==> src/rtl/data_receiver_if.sv <==
// Board-to-board serial link bundle: the two asynchronous serial lines from the
// far board plus the parallel result seen by the LED/HEX display logic.
// master = link source / display consumer, slave = the receiver.
interface data_receiver_if #(
   parameter int FRAME_BITS = 18,
   parameter int CNT_WIDTH  = 8
);
   logic                  data_in_1_bit;
   logic                  dflag_in;
   logic [FRAME_BITS-1:0] data_out;
   logic                  data_valid;
   logic                  frame_error;
   logic [CNT_WIDTH-1:0]  frame_count;
   logic                  busy;

   modport master (
      output data_in_1_bit,
      output dflag_in,
      input  data_out,
      input  data_valid,
      input  frame_error,
      input  frame_count,
      input  busy
   );

   modport slave (
      input  data_in_1_bit,
      input  dflag_in,
      output data_out,
      output data_valid,
      output frame_error,
      output frame_count,
      output busy
   );
endinterface

==> src/rtl/data_receiver.sv <==
// Receive end of the board-to-board serial link. Synchronises the serial data
// and frame flag, deserialises LSB-first frames of FRAME_BITS bits and presents
// the last good word with valid/error strobes and a good-frame counter.
//
// state | meaning
// ------+--------------------------------------------------------------
// IDLE  | waiting for dflag_s high; also arms the receiver after reset
// SHIFT | collecting bits while dflag_s is high
// DRAIN | rejected or partial frame; wait for dflag_s low, no capture
module data_receiver #(
   parameter int FRAME_BITS  = 18,
   parameter int SYNC_STAGES = 2,
   parameter int CNT_WIDTH   = 8
) (
   input logic             Ten_MHz_input,
   input logic             reset_n,
   data_receiver_if.slave  link
);

   localparam int BW = $clog2(FRAME_BITS + 1);
   localparam int FW = $clog2(SYNC_STAGES + 1);

   typedef enum logic [1:0] {
      IDLE  = 2'd0,
      SHIFT = 2'd1,
      DRAIN = 2'd2
   } state_t;

   logic [SYNC_STAGES-1:0] data_sync_q;
   logic [SYNC_STAGES-1:0] dflag_sync_q;
   logic                   data_s;
   logic                   dflag_s;

   state_t                 state_q;
   logic [FRAME_BITS-1:0]  sh_q;
   logic [BW-1:0]          bit_cnt_q;
   logic [FRAME_BITS-1:0]  data_out_q;
   logic                   data_valid_q;
   logic                   frame_error_q;
   logic [CNT_WIDTH-1:0]   frame_count_q;
   logic                   busy_q;
   logic                   good_pend_q;
   logic                   bad_pend_q;
   logic [FW-1:0]          fill_q;
   logic                   armed_q;

   // Equal-depth synchronisers keep each data bit aligned with its flag.
   always_ff @(posedge Ten_MHz_input) begin
      if (!reset_n) begin
         data_sync_q  <= '0;
         dflag_sync_q <= '0;
      end else begin
         data_sync_q  <= {data_sync_q[SYNC_STAGES-2:0], link.data_in_1_bit};
         dflag_sync_q <= {dflag_sync_q[SYNC_STAGES-2:0], link.dflag_in};
      end
   end

   assign data_s  = data_sync_q[SYNC_STAGES-1];
   assign dflag_s = dflag_sync_q[SYNC_STAGES-1];

   // Frame FSM with registered strobes. The frame outcome is first latched in
   // a pending flag and published one clock later, so data_valid lands
   // SYNC_STAGES+1 clocks after the raw flag is first sampled low.
   // After reset the FSM waits for the synchroniser to refill (fill_q
   // down-counter) and, if the flag is already high, drains that frame.
   always_ff @(posedge Ten_MHz_input) begin
      if (!reset_n) begin
         state_q       <= IDLE;
         sh_q          <= '0;
         bit_cnt_q     <= '0;
         data_out_q    <= '0;
         data_valid_q  <= 1'b0;
         frame_error_q <= 1'b0;
         frame_count_q <= '0;
         busy_q        <= 1'b0;
         good_pend_q   <= 1'b0;
         bad_pend_q    <= 1'b0;
         fill_q        <= FW'(SYNC_STAGES);
         armed_q       <= 1'b0;
      end else begin
         data_valid_q  <= good_pend_q;
         frame_error_q <= bad_pend_q;
         good_pend_q   <= 1'b0;
         bad_pend_q    <= 1'b0;

         if (good_pend_q) begin
            data_out_q    <= sh_q;
            frame_count_q <= frame_count_q + 1'b1;
         end

         if (fill_q != '0) begin
            fill_q <= fill_q - 1'b1;
         end

         case (state_q)
            IDLE: begin
               if (fill_q == '0) begin
                  if (!armed_q) begin
                     armed_q <= 1'b1;
                     if (dflag_s) begin
                        state_q <= DRAIN;
                        busy_q  <= 1'b1;
                     end
                  end else if (dflag_s) begin
                     sh_q      <= {data_s, sh_q[FRAME_BITS-1:1]};
                     bit_cnt_q <= BW'(1);
                     state_q   <= SHIFT;
                     busy_q    <= 1'b1;
                  end
               end
            end
            SHIFT: begin
               if (dflag_s) begin
                  if (bit_cnt_q == BW'(FRAME_BITS)) begin
                     bad_pend_q <= 1'b1;
                     state_q    <= DRAIN;
                  end else begin
                     sh_q      <= {data_s, sh_q[FRAME_BITS-1:1]};
                     bit_cnt_q <= bit_cnt_q + 1'b1;
                  end
               end else begin
                  if (bit_cnt_q == BW'(FRAME_BITS)) begin
                     good_pend_q <= 1'b1;
                  end else begin
                     bad_pend_q <= 1'b1;
                  end
                  state_q <= IDLE;
                  busy_q  <= 1'b0;
               end
            end
            DRAIN: begin
               if (!dflag_s) begin
                  state_q <= IDLE;
                  busy_q  <= 1'b0;
               end
            end
            default: begin
               state_q <= IDLE;
               busy_q  <= 1'b0;
            end
         endcase
      end
   end

   assign link.data_out    = data_out_q;
   assign link.data_valid  = data_valid_q;
   assign link.frame_error = frame_error_q;
   assign link.frame_count = frame_count_q;
   assign link.busy        = busy_q;

endmodule

==> src/flat_wrapper.sv <==
// flat-port wrapper written by rule: the top's interface ports become plain ports
module data_receiver_flat 
#(
   parameter int FRAME_BITS  = 18,
   parameter int SYNC_STAGES = 2,
   parameter int CNT_WIDTH   = 8
)
  (Ten_MHz_input, reset_n, link_data_in_1_bit, link_dflag_in, link_data_out, link_data_valid, link_frame_error, link_frame_count, link_busy);
  data_receiver_if #(.FRAME_BITS(FRAME_BITS), .CNT_WIDTH(CNT_WIDTH)) link_i ();
  input logic Ten_MHz_input;
  input logic reset_n;
  input wire logic [$bits(link_i.data_in_1_bit)-1:0] link_data_in_1_bit;
  input wire logic [$bits(link_i.dflag_in)-1:0] link_dflag_in;
  output wire logic [$bits(link_i.data_out)-1:0] link_data_out;
  output wire logic [$bits(link_i.data_valid)-1:0] link_data_valid;
  output wire logic [$bits(link_i.frame_error)-1:0] link_frame_error;
  output wire logic [$bits(link_i.frame_count)-1:0] link_frame_count;
  output wire logic [$bits(link_i.busy)-1:0] link_busy;
  assign link_i.data_in_1_bit = link_data_in_1_bit;
  assign link_i.dflag_in = link_dflag_in;
  assign link_data_out = link_i.data_out;
  assign link_data_valid = link_i.data_valid;
  assign link_frame_error = link_i.frame_error;
  assign link_frame_count = link_i.frame_count;
  assign link_busy = link_i.busy;
  data_receiver #(.FRAME_BITS(FRAME_BITS), .SYNC_STAGES(SYNC_STAGES), .CNT_WIDTH(CNT_WIDTH)) u_core (.Ten_MHz_input(Ten_MHz_input), .reset_n(reset_n), .link(link_i));
endmodule
==> config.mk <==
export PLATFORM = sky130hd
export DESIGN_NAME = data_receiver_flat
export DESIGN_NICKNAME = d
export VERILOG_FILES = /design/src/rtl/data_receiver_if.sv /design/src/rtl/data_receiver.sv /design/src/flat_wrapper.sv
export SDC_FILE = /design/constraint.sdc
export NUM_CORES = 1
export LEC_CHECK = 0
export ABC_AREA = 1
export CAP_MARGIN = 20
export CORE_MARGIN = 3
export CORE_UTILIZATION = 40
export CTS_BUF_LIST = sky130_fd_sc_hd__clkbuf_2
export DETAILED_ROUTE_END_ITERATION = 12
export GPL_ROUTABILITY_DRIVEN = 0
export PLACE_DENSITY = 0.67
export SYNTH_ARGS = -nofsm -noshare
export SYNTH_HDL_FRONTEND = slang
export SYNTH_SLANG_ARGS = --single-unit
==> constraint.sdc <==
create_clock -name Ten_MHz_input -period 2.4 [get_ports Ten_MHz_input]
set_input_delay 0.48 -clock Ten_MHz_input [delete_from_list [all_inputs] [get_ports Ten_MHz_input]]
set_output_delay 0.48 -clock Ten_MHz_input [all_outputs]
set_load 0.01 [all_outputs]
-- Word level (Yosys, flattened, before mapping)
Index checks and enable logic that the tools add are counted.
- register bits after elaboration: 63
- logic and storage cells: 68
- input bits: 4
- output and inout port bits: 29
- multiplexer cells: 27
- reductions and logical operators: 11
- eq/ne operators: 11
- bitwise logic cells: 2
- add/subtract/negate cells: 3
- operators by type and width (operator ; number):
    two-way mux 18 bit ; 5
    case mux 18 bit (2 select lines) ; 1
    two-way mux 5 bit ; 5
    two-way mux 2 bit ; 7
    case mux 5 bit (2 select lines) ; 1
    adder 8 x 1 -> 8 bit (second input constant) ; 1
    inequality test 2 x 1 -> 1 bit (second input constant) ; 4
    two-way mux 1 bit ; 6
    inequality test 2 bit (second input constant) ; 3
    case mux 2 bit (3 select lines) ; 1
    AND reduction 6 bit ; 1
    adder 5 x 1 -> 5 bit (second input constant) ; 1
    == test 5 bit (second input constant) ; 1
    zero test 2 bit ; 2
    AND reduction 2 bit ; 2
    AND reduction 4 bit ; 1
    nonzero test 2 bit ; 2
    inequality test 3 bit (second input constant) ; 1
    AND reduction 3 bit ; 1
    OR reduction 3 bit ; 1
    == test 2 x 1 -> 1 bit (second input constant) ; 1
    == test 2 bit (second input constant) ; 1
    inverter 1 bit ; 2
    case mux 1 bit (2 select lines) ; 1
    other kinds (2) ; 2

-- Logic depth before layout (Yosys ltp)
Gate-level depths: netlist (run 1).
- word-level depth: 4
- depth in mapped cells: 12
- gate-level depth less buffers: 11

-- Worst setup path after synthesis (run 1)
No wires, ideal clock.
- path type: input -> register
- start point: input port u_core.state_q[1]
- end point: register u_core.sh_q[12]
- path buffers: 2
- arrival time: 1.360 ns
- stages: 11
- required time: 2.289 ns
- path slack: 0.928 ns
- library setup time: 0.111 ns
- path through: dfxtp_1 inv_1 ha_1 clkbuf_2 o21ai_1 nor2_4 nand2_4 inv_4 buf_6 nor2_1 nor2_1
- word-level cells in the longest chain between the ends: 3
- elaborated cells on any way between the ends: 10
- those cells by class: eq/ne (6); mux (1); reduce/logical (3)
- ends and longest elaborated chain (element ; RTL line ; RTL):
    start: declaration ; data_receiver.sv:34 ; state_t state_q;
    == test 2 x 1 -> 1 bit or zero test 2 bit (tied branches) ; data_receiver.sv:95 ; case (state_q)
    inequality test 2 x 1 -> 1 bit (no line), or another cell as far along ; -- ;
    AND reduction 6 bit (no line) ; -- ;
    end signal: assignment ; data_receiver.sv:105 ; sh_q <= {data_s, sh_q[FRAME_BITS-1:1]};
    end signal: assignment ; data_receiver.sv:118 ; sh_q <= {data_s, sh_q[FRAME_BITS-1:1]};
    end: declaration ; data_receiver.sv:35 ; logic [FRAME_BITS-1:0] sh_q;
Several ways; a longest one is shown, not always the timed one.
A chain may end at the register's enable or synchronous reset.

-- Final worst setup path (run 1)
- start point: input port u_core.link.frame_count[2]
- end point: output port link_frame_count[2]
- RTL lines (element ; RTL line ; RTL):
    start: declaration ; data_receiver_if.sv:32 ; output frame_count,
    end: declaration ; flat_wrapper.sv:17 ; output wire logic [$bits(link_i.frame_count)-1:0] link_frame_count;
No word-level cell between the ends.

==> flow_metrics.py, run 1 <==
metrics = {
    "outcome": {
        "status": "finished, final reports clean",
    },
    "sta": {
        "worstMarginPinSlew_ns": 0.423,
        "drv_slew": 0,
        "finalCriticalPeriod_ns": 1.94,
        "totalNegativeSetupSlack_ns": 0,
        "hold_ws_ns": 0.433,
        "fin_ws_ns": 0.460,
        "setup_viol": 0,
        "hold_viol": 0,
        "rsz0062_at_grt": "no",
        "max_freq_mhz": 515,
        "fin_worst_skew_ns": 0.0220,
        "timing.slew.headroom_pct": 71.7,
        "finalCritPeriodShare_pct": 80.8,
    },
    "pwr": {
        "p_switching_mw": 1.24,
        "p_int_mw": 1.92,
        "powerDensity_nw_per_um2": 1020,
        "power_leakage_nw": 1.31,
        "p_total_mw": 3.16,
        "swShare_pct": 39.3,
        "irDropWorstVdd_v": 0.000496,
        "combPwrFrac_pct": 36.0,
        "pwr-share-clk_pct": 19.7,
        "seq_power_share_pct": 44.4,
    },
    "global_route": {
        "overflow": 0,
        "grt_pass1_wl_um": 9390,
        "grt_usage_pct": 15.6,
        "grt_pass1_vias": 2069,
        "grt_max_degree": 55,
        "antenna_found_initial": 0,
    },
    "drt": {
        "antenna_left": 0,
        "drt_iter0_drc": 150,
        "wl_um": 5170,
        "vias": 2159,
        "via_per_inst": 4.70,
        "drt_pass1_iterations": 4,
        "drcViolationCount": 0,
        "wire_per_inst_um": 11.3,
    },
    "job": {
        "maxCapViolations": 0,
    },
    "clock_tree": {
        "clock_latency_ns": 0.49,
        "cts_setup_buffers": 0,
        "postCtsHoldBufs": 0,
        "cts_tree": "done",
        "ctsRootBufferMaster": "clkbuf_2",
        "numCtsBuffers": 9,
        "cts.path.max_buffers": 2,
        "cts_sinks": 63,
        "cts_max_level": 3,
        "path_clk_slew_ns": 0.18,
        "cts-resized-gates": 0,
    },
    "layout": {
        "drive_above_1_share_pct": 10.2,
        "stdcell_count": 459,
        "nFillCells": 654,
        "stdcell_area_um2": 3100,
        "final_nets": 388,
        "utilization_pct": 48.5,
        "diodes": 0,
        "syn2layout_area_growth_pct": 16.4,
    },
    "die": {
        "die_h_um": 87.6,
        "num_rows": 29,
        "dieArea_um2": 7670,
        "start_util_pct": 41.7,
        "ios": 33,
        "core_um2": 6390,
        "die_x_um": 87.6,
    },
    "synth": {
        "synth-seq-area-share_pct": 47.4,
        "yosys-top-cells-area": "dfxtp_1, nor2_1, nand2_1",
        "synth_nets": 361,
        "synth_top_area_cell": "dfxtp_1",
        "yosysWarnings": 0,
        "synth_cell_types": 31,
        "synth_top_area_share_pct": 47.4,
        "syn_area_um2": 2660,
        "ys_ff_latch": 63,
        "syn_inst": 350,
        "avgSynthCellArea_um2": 7.60,
    },
    "critical_path": {
        "crit_slowest_cell": "clkdlybuf4s50_1",
        "critPathBufInv": 1,
        "cp-start-kind": "flip-flop",
        "crit_arrival_ns": 1.46,
        "max_stage_delay_ns": 0.56,
        "required_ns": 1.92,
        "cpLargestDelayFamily": "buffers and inverters",
        "end_kind": "output port",
        "crit_type": "flip-flop to output port",
        "cp_cell_sequence": "clkdlybuf4s50_1",
        "cp_max_fo": 4,
    },
    "place": {
        "post-place-ws_ns": 0.629,
        "place_inst": 443,
        "hpwl_um": 3370,
        "placed_cell_area_um2": 2980,
        "io_buffers": 32,
    },
    "worst_hold_path": {
        "worst_hold_path_type": "flip-flop to flip-flop",
    },
}
-- cell usage after synthesis, drive strengths merged --
library cell and n:
nand4 2, o21bai 1, nor3 3, a211oi 1, nor4 1, buf 11, nand2 61, nor3b 1
inv 38, nand3b 7, o21ai 26, a21oi 22, clkbuf 8, nor2 74, nand3 23, ha 7
clkinv 1, dfxtp 63
-- power by group through the flow --
stage | sequential [mW] | combinational (mW) | clock (mW)
finish | 1.40 | 1.14 | 0.622
global route | 1.43 | 1.34 | 0.695
CTS | 1.40 | 1.15 | 0.643
detailed placement | 1.43 | 1.13 | 0
global placement | 1.42 | 1.11 | 0
floorplan | 1.39 | 1.03 | 0
-- per-layer routing --
layer / routed length (µm) / track usage (%) / vias up
li1: - / - / 1154
met1: 2560 / 20.2 / 968
met2: 2330 / 24.0 / 27
met3: 193 / 5.27 / 10
met4: 93 / 6.28 / 0
met5: 0 / 0 / -
-- cell families (layout without fill, tap and decap cells) --
family	count (synthesis)	after routing	share of synthesized area, %
AND/OR/NAND/NOR	172	172	29.2
flip-flops	63	63	47.4
buffers and inverters	58	90	10.4
AO/OA/AOI/OAI	50	50	9.74
adder cells (fa/ha/maj)	7	7	3.29
-- tightest hold or removal path: stages, from the launching register on --
cell and delay, ns:
dfxtp_1 0.34, nand2_1 0.05, inv_1 0.03
-- sequential cells by signal (all words and copies together) (netlist names), 2 cells and up --
register / count
u_core.link.data_out: 18
u_core.dflag_sync_q: 2
u_core.bit_cnt_q: 5
u_core.fill_q: 2
u_core.data_sync_q: 2
u_core.sh_q: 18
u_core.state_q: 2
u_core.link.frame_count: 8
-- placed cells by master (no fill, tap or decap) --
master           synthesis  final
dfxtp_1                 63     63
nor2_1                  59     59
nand2_1                 58     58
inv_1                   36     36
clkdlybuf4s50_1          0     32
o21ai_0                 25     25
nand3_1                 23     23
a21oi_1                 21     21
nor2_2                  14     14
clkbuf_2                 1     10
nand3b_1                 7      7
ha_1                     7      7
nor3_1                   3      3
clkinvlp_4               0      3
nand2_4                  2      2
nand4_1                  2      2
clkinv_1                 1      2
buf_4                    1      2
nand2_2                  1      1
a21oi_2                  1      1
inv_2                    1      1
o21ai_1                  1      1
nor2_4                   1      1
inv_4                    1      1
o21bai_1                 1      1
nor3b_1                  1      1
a211oi_1                 1      1
nor4_1                   1      1
bufinv_16                0      1
clkinv_2                 0      1
buf_12                   1      1
-- worst paths after layout --
path,from,endpoint,slack (ns),depth (start not counted)
max reg2reg,u_core.bit_cnt_q[0]$_SDFFE_PN0P_,u_core.sh_q[13]$_SDFFE_PN0P_,0.54,11
min,u_core.data_sync_q[0]$_SDFF_PN0_,u_core.data_sync_q[1]$_SDFF_PN0_,0.43,2
max,u_core.link.frame_count[2]$_SDFFE_PN0P_,link_frame_count[2],0.46,1
min reg2reg,u_core.data_sync_q[0]$_SDFF_PN0_,u_core.data_sync_q[1]$_SDFF_PN0_,0.43,2
-- layout make-up --
type | instances | area [µm²] | area share, %
timing repair buffer | 35 | 355 | 11.5
clock buffer | 10 | 50.0 | 1.62
clock inverter | 6 | 61.3 | 1.98
inverter | 39 | 149 | 4.81
tap | 77 | 96.3 | 3.11
sequential | 63 | 1260 | 40.7
multi-input combinational | 229 | 1120 | 36.3
Note: power is estimated with default switching activity, not from simulation.
==> run 2: changes to the inputs <==
- PLACE_DENSITY: 0.67 -> 0.69
- clock period: 2.4 -> 1.75 ns (I/O delays scaled with it)
==> flow_metrics.py, run 2 (synthesized netlist as in run 1, its figures left out) <==
metrics = {
    "outcome": {
        "status": "finished, final reports clean",
    },
    "sta": {
        "max_freq_mhz": 668,
        "finalCritPeriodShare_pct": 85.5,
        "totalNegativeSetupSlack_ns": 0,
        "hold_viol": 0,
        "drv_slew": 0,
        "fin_worst_skew_ns": 0.0217,
        "rsz0062_at_grt": "no",
        "finalCriticalPeriod_ns": 1.50,
        "timing.slew.headroom_pct": 77.6,
        "worstMarginPinSlew_ns": 0.335,
        "setup_viol": 0,
    },
    "critical_path": {
        "cp-start-kind": "flip-flop",
        "end_kind": "flip-flop",
        "crit_slowest_cell": "dfxtp_1",
        "crit_arrival_ns": 1.91,
        "cp_max_fo": 20,
        "critPathBufInv": 3,
        "cpMostUsedCell": "inv_1",
        "max_stage_delay_ns": 0.36,
        "cp_cell_sequence": "inv_1, ha_2, inv_1, a21oi_2, nor2_4, nand2_4, inv_6, nor2_2, nor2_1",
        "required_ns": 2.17,
        "crit_type": "flip-flop to flip-flop",
        "cpLargestDelayFamily": "simple AND/OR/NAND/NOR gates",
    },
    "drt": {
        "wl_um": 5220,
        "drt_iter0_drc": 181,
        "via_per_inst": 4.77,
        "drt_pass1_iterations": 4,
        "wire_per_inst_um": 11.2,
        "antenna_left": 0,
        "drcViolationCount": 0,
        "vias": 2232,
    },
    "global_route": {
        "grt_pass1_vias": 2071,
        "grt_max_degree": 55,
        "grt_usage_pct": 15.1,
        "antenna_found_initial": 0,
        "grt_pass1_wl_um": 9180,
        "overflow": 0,
    },
    "layout": {
        "final_cell_mix": "nor2_1, nand2_1, dfxtp_1",
        "final_common_cell": "nor2_1",
        "syn2layout_area_growth_pct": 19.7,
        "multi_input_area_um2": 1120,
        "utilization_pct": 49.8,
        "ff_latch_area_um2": 1270,
        "nFillCells": 628,
        "final_nets": 398,
        "drive_above_1_share_pct": 15.1,
        "diodes": 0,
    },
    "job": {
        "maxCapViolations": 0,
    },
    "pwr": {
        "powerDensity_nw_per_um2": 1430,
        "power_leakage_nw": 1.57,
        "p_total_mw": 4.54,
        "irDropWorstVdd_v": 0.000710,
    },
    "clock_tree": {
        "postCtsHoldBufs": 0,
        "ctsRootBufferMaster": "clkbuf_2",
        "cts_sinks": 63,
        "cts_tree": "done",
        "cts.path.max_buffers": 2,
        "cts_max_level": 3,
        "numCtsBuffers": 9,
        "path_clk_slew_ns": 0.18,
        "clock_latency_ns": 0.48,
    },
    "place": {
        "io_buffers": 32,
        "hpwl_um": 3270,
    },
    "die": {
        "die_x_um": 87.6,
        "die_h_um": 87.6,
        "dieArea_um2": 7670,
        "core_um2": 6390,
        "start_util_pct": 41.7,
        "ios": 33,
        "num_rows": 29,
    },
    "worst_hold_path": {
        "worst_hold_path_type": "input pin to flip-flop",
    },
}
[run 2: timing repair]
item / CTS / global route
setup endpoints to repair: 26 / 23
pin swaps: 0 / 0
buffers inserted: 5 / 0
gates resized for setup: 36 / 7
[run 2: final timing paths]
path                                                startpoint                            endpoint  slack, ns  cells after the start
worst max-delay path            u_core.state_q[0]$_SDFFE_PN0P_        u_core.sh_q[10]$_SDFFE_PN0P_       0.25                      9
worst max register to register  u_core.state_q[0]$_SDFFE_PN0P_        u_core.sh_q[10]$_SDFFE_PN0P_       0.25                      9
worst min-delay path                        link_data_in_1_bit    u_core.data_sync_q[0]$_SDFF_PN0_       0.37                      3
worst min register to register    u_core.bad_pend_q$_SDFF_PP0_  u_core.link.frame_error$_SDFF_PN0_       0.43                      2
[run 2: per-layer routing]
metal / share of wire, % / GRT usage [%] / up-vias / wire length [µm]
met1: 48 / 19.2 / 999 / 2480
met5: 0 / 0 / - / 0
met3: 4.3 / 5.36 / 8 / 224
li1: - / - / 1170 / -
met4: 1.8 / 6.14 / 0 / 95
met2: 46 / 23.5 / 55 / 2420
[run 2: final cells by class]
cell class | instances | share of cell area [%]
multi-input cells | 229 | 35.3
well taps | 77 | 3.03
clock buffers | 10 | 1.57
inverters | 39 | 4.76
flip-flops and latches | 63 | 40.0
clock inverters | 5 | 2.32
repair buffers | 45 | 13.0
[run 2: where the power goes]
group	total (mW)	internal (mW)	switching, mW
Sequential	1.91	1.72	0.193
Clock	0.968	0.463	0.505
Combinational	1.66	0.662	1.00
Total	4.54	2.84	1.70
[run 2: metrics by stage]
stage | setup WS, ns | std cells | area (µm²) | hold WS [ns]
CTS | 0.000586 | 468 | 3160 | 0.335
floorplan | 0.278 | 350 | 2660 | 0.390
detailed placement | 0.135 | 448 | 3020 | 0.407
global placement | 0.199 | 448 | 3020 | 0.394
finish | 0.253 | 468 | 3180 | 0.367
global route | 0.0529 | 468 | 3180 | 0.368
[run 2: worst reg2reg max path: cells and delay by family (launching register included)]
family | cells | cell delay, ns
AO/OA/AOI/OAI | 1 | 0.06
AND/OR/NAND/NOR | 4 | 0.44
flip-flops | 1 | 0.36
buffers and inverters | 3 | 0.37
adder cells (fa/ha/maj) | 1 | 0.22
==> run 3: changes to the inputs <==
- CORE_ASPECT_RATIO: not set -> 0.75
- GPL_TIMING_DRIVEN: not set -> 0
==> flow_metrics.py, run 3 (synthesized netlist as in run 1, its figures left out) <==
metrics = {
    "critical_path": {
        "reg2reg_slack_ns": 0.16,
        "required_ns": 2.17,
        "reg2reg_depth": 10,
        "crit_arrival_ns": 2.02,
        "cp-start-kind": "flip-flop",
        "crit_type": "flip-flop to flip-flop",
        "cp_max_fo": 10,
        "end_kind": "flip-flop",
        "reg2reg_from": "u_core.state_q[1]$_SDFFE_PN0P_",
        "reg2reg_to": "u_core.sh_q[13]$_SDFFE_PN0P_",
    },
    "clock_tree": {
        "numCtsBuffers": 9,
        "cts_sinks": 63,
        "clock_latency_ns": 0.52,
        "cts_tree": "done",
        "path_clk_slew_ns": 0.18,
        "cts.path.max_buffers": 2,
        "ctsRootBufferMaster": "clkbuf_2",
        "cts_max_level": 3,
    },
    "pwr": {
        "powerDensity_nw_per_um2": 1420,
        "irDropWorstVdd_v": 0.000604,
        "power_leakage_nw": 1.53,
        "p_total_mw": 4.57,
    },
    "sta": {
        "finalCritPeriodShare_pct": 91.1,
        "fin_worst_skew_ns": 0.0213,
        "worstMarginPinSlew_ns": 0.477,
        "totalNegativeSetupSlack_ns": 0,
        "timing.slew.headroom_pct": 68.2,
        "setup_viol": 0,
        "drv_slew": 0,
        "hold_viol": 0,
        "rsz0062_at_grt": "no",
        "finalCriticalPeriod_ns": 1.59,
        "max_freq_mhz": 627,
    },
    "global_route": {
        "grt_pass1_wl_um": 9650,
        "antenna_found_initial": 0,
        "overflow": 0,
        "grt_usage_pct": 15.8,
        "grt_pass1_vias": 2101,
        "grt_max_degree": 13,
    },
    "drt": {
        "antenna_left": 0,
        "wire_per_inst_um": 11.7,
        "drcViolationCount": 0,
        "vias": 2248,
        "drt_pass1_iterations": 4,
        "wl_um": 5630,
        "via_per_inst": 4.66,
        "drt_iter0_drc": 114,
    },
    "layout": {
        "final_nets": 407,
        "nFillCells": 653,
        "final_cell_mix": "nor2_1, nand2_1, dfxtp_1",
        "syn2layout_area_growth_pct": 20.7,
        "stdcell_area_um2": 3210,
        "utilization_pct": 50.3,
        "final_common_cell": "nor2_1",
        "diodes": 0,
        "drive_above_1_share_pct": 17.2,
    },
    "die": {
        "dieArea_um2": 7670,
        "start_util_pct": 41.7,
        "die_h_um": 76.6,
        "die_x_um": 100,
        "core_um2": 6380,
        "num_rows": 25,
        "ios": 33,
    },
    "job": {
        "maxCapViolations": 0,
    },
    "worst_hold_path": {
        "worst_hold_path_type": "input pin to flip-flop",
        "whs_path_depth": 3,
        "holdPathEnd": "u_core.link.frame_count[3]$_SDFFE_PN0P_",
        "min-delay-start": "reset_n",
    },
    "place": {
        "hpwl_um": 3820,
        "io_buffers": 31,
        "placed_cell_area_um2": 3070,
    },
    "outcome": {
        "status": "finished, final reports clean",
    },
}
## run 3: changes by cell type in the layout (fill, tap and decap cells not counted), sizes merged
cell | previous run | this run
clkbuf | 10 | 18
clkinvlp | 0 | 4
dlygate4sd2 | 26 | 29
dlymetal6s2s | 3 | 0
buf | 13 | 14
bufinv | 2 | 1
clkdlybuf4s50 | 3 | 2
clkinv | 4 | 3
## run 3: how the worst max path moves through the flow
stage / slack [ns] / depth (start not counted) / start / end
4_1_cts: 0.06 / 10 / u_core.state_q[1]$_SDFFE_PN0P_ / u_core.sh_q[13]$_SDFFE_PN0P_
3_5_place_dp: 0.11 / 10 / u_core.state_q[1]$_SDFFE_PN0P_ / u_core.sh_q[8]$_SDFFE_PN0P_
5_1_grt: 0.01 / 9 / u_core.state_q[1]$_SDFFE_PN0P_ / u_core.sh_q[12]$_SDFFE_PN0P_
6_report: 0.16 / 10 / u_core.state_q[1]$_SDFFE_PN0P_ / u_core.sh_q[13]$_SDFFE_PN0P_
2_1_floorplan: 0.28 / 10 / u_core.state_q[1]$_SDFFE_PN0P_ / u_core.sh_q[12]$_SDFFE_PN0P_
3_3_place_gp: 0.13 / 9 / u_core.state_q[1]$_SDFFE_PN0P_ / u_core.sh_q[10]$_SDFFE_PN0P_
## run 3: cell type report
| cell class | instances | area, µm² | share of cell area [%] |
|---|---|---|---|
| sequential | 63 | 1280 | 39.9 |
| inverter | 39 | 149 | 4.64 |
| tap | 81 | 101 | 3.16 |
| multi-input combinational | 229 | 1130 | 35.1 |
| buffer | 19 | 130 | 4.05 |
| timing repair buffer | 35 | 304 | 9.47 |
| clock buffer | 9 | 45.0 | 1.40 |
| clock inverter | 7 | 73.8 | 2.30 |
## run 3: stage by stage
step | hold slack [ns] | setup WS, ns | cells
CTS | 0.125 | 0.0638 | 482
finish | 0.143 | 0.155 | 482
detailed placement | 0.398 | 0.107 | 462
global route | 0.124 | 0.0127 | 482
global placement | 0.398 | 0.130 | 462
floorplan | 0.390 | 0.278 | 350
## run 3: routing by layer
metal	up-vias	global-route usage, %	wire [µm]
met5	-	0	0
met4	0	5.11	59
met3	5	6.31	282
met2	42	23.2	2370
met1	1007	21.1	2930
li1	1194	-	-
## run 3: worst max-delay path: stages (launching register included)
cell      delay [ns]
dfxtp_2         0.38
inv_1           0.06
ha_1            0.17
clkbuf_2        0.19
o21ai_2         0.19
nor2_4          0.07
nand2_4         0.11
inv_4           0.05
buf_6           0.14
nor2_1          0.10
nor2_1          0.04
## run 3: report_power, final
group | switching [mW] | internal [mW] | total, mW | leakage (nW)
clock network | 0.564 | 0.326 | 0.890 | 0.0601
logic | 1.03 | 0.721 | 1.76 | 0.949
registers | 0.200 | 1.72 | 1.92 | 0.519
## run 3: what timing repair did
item / in CTS / in global routing
hold buffers: 0 / 0
resized for setup: 42 / 5
setup buffers: 4 / 0
endpoints found under the setup margin: 29 / 20
hold endpoints to repair: 0 / 0
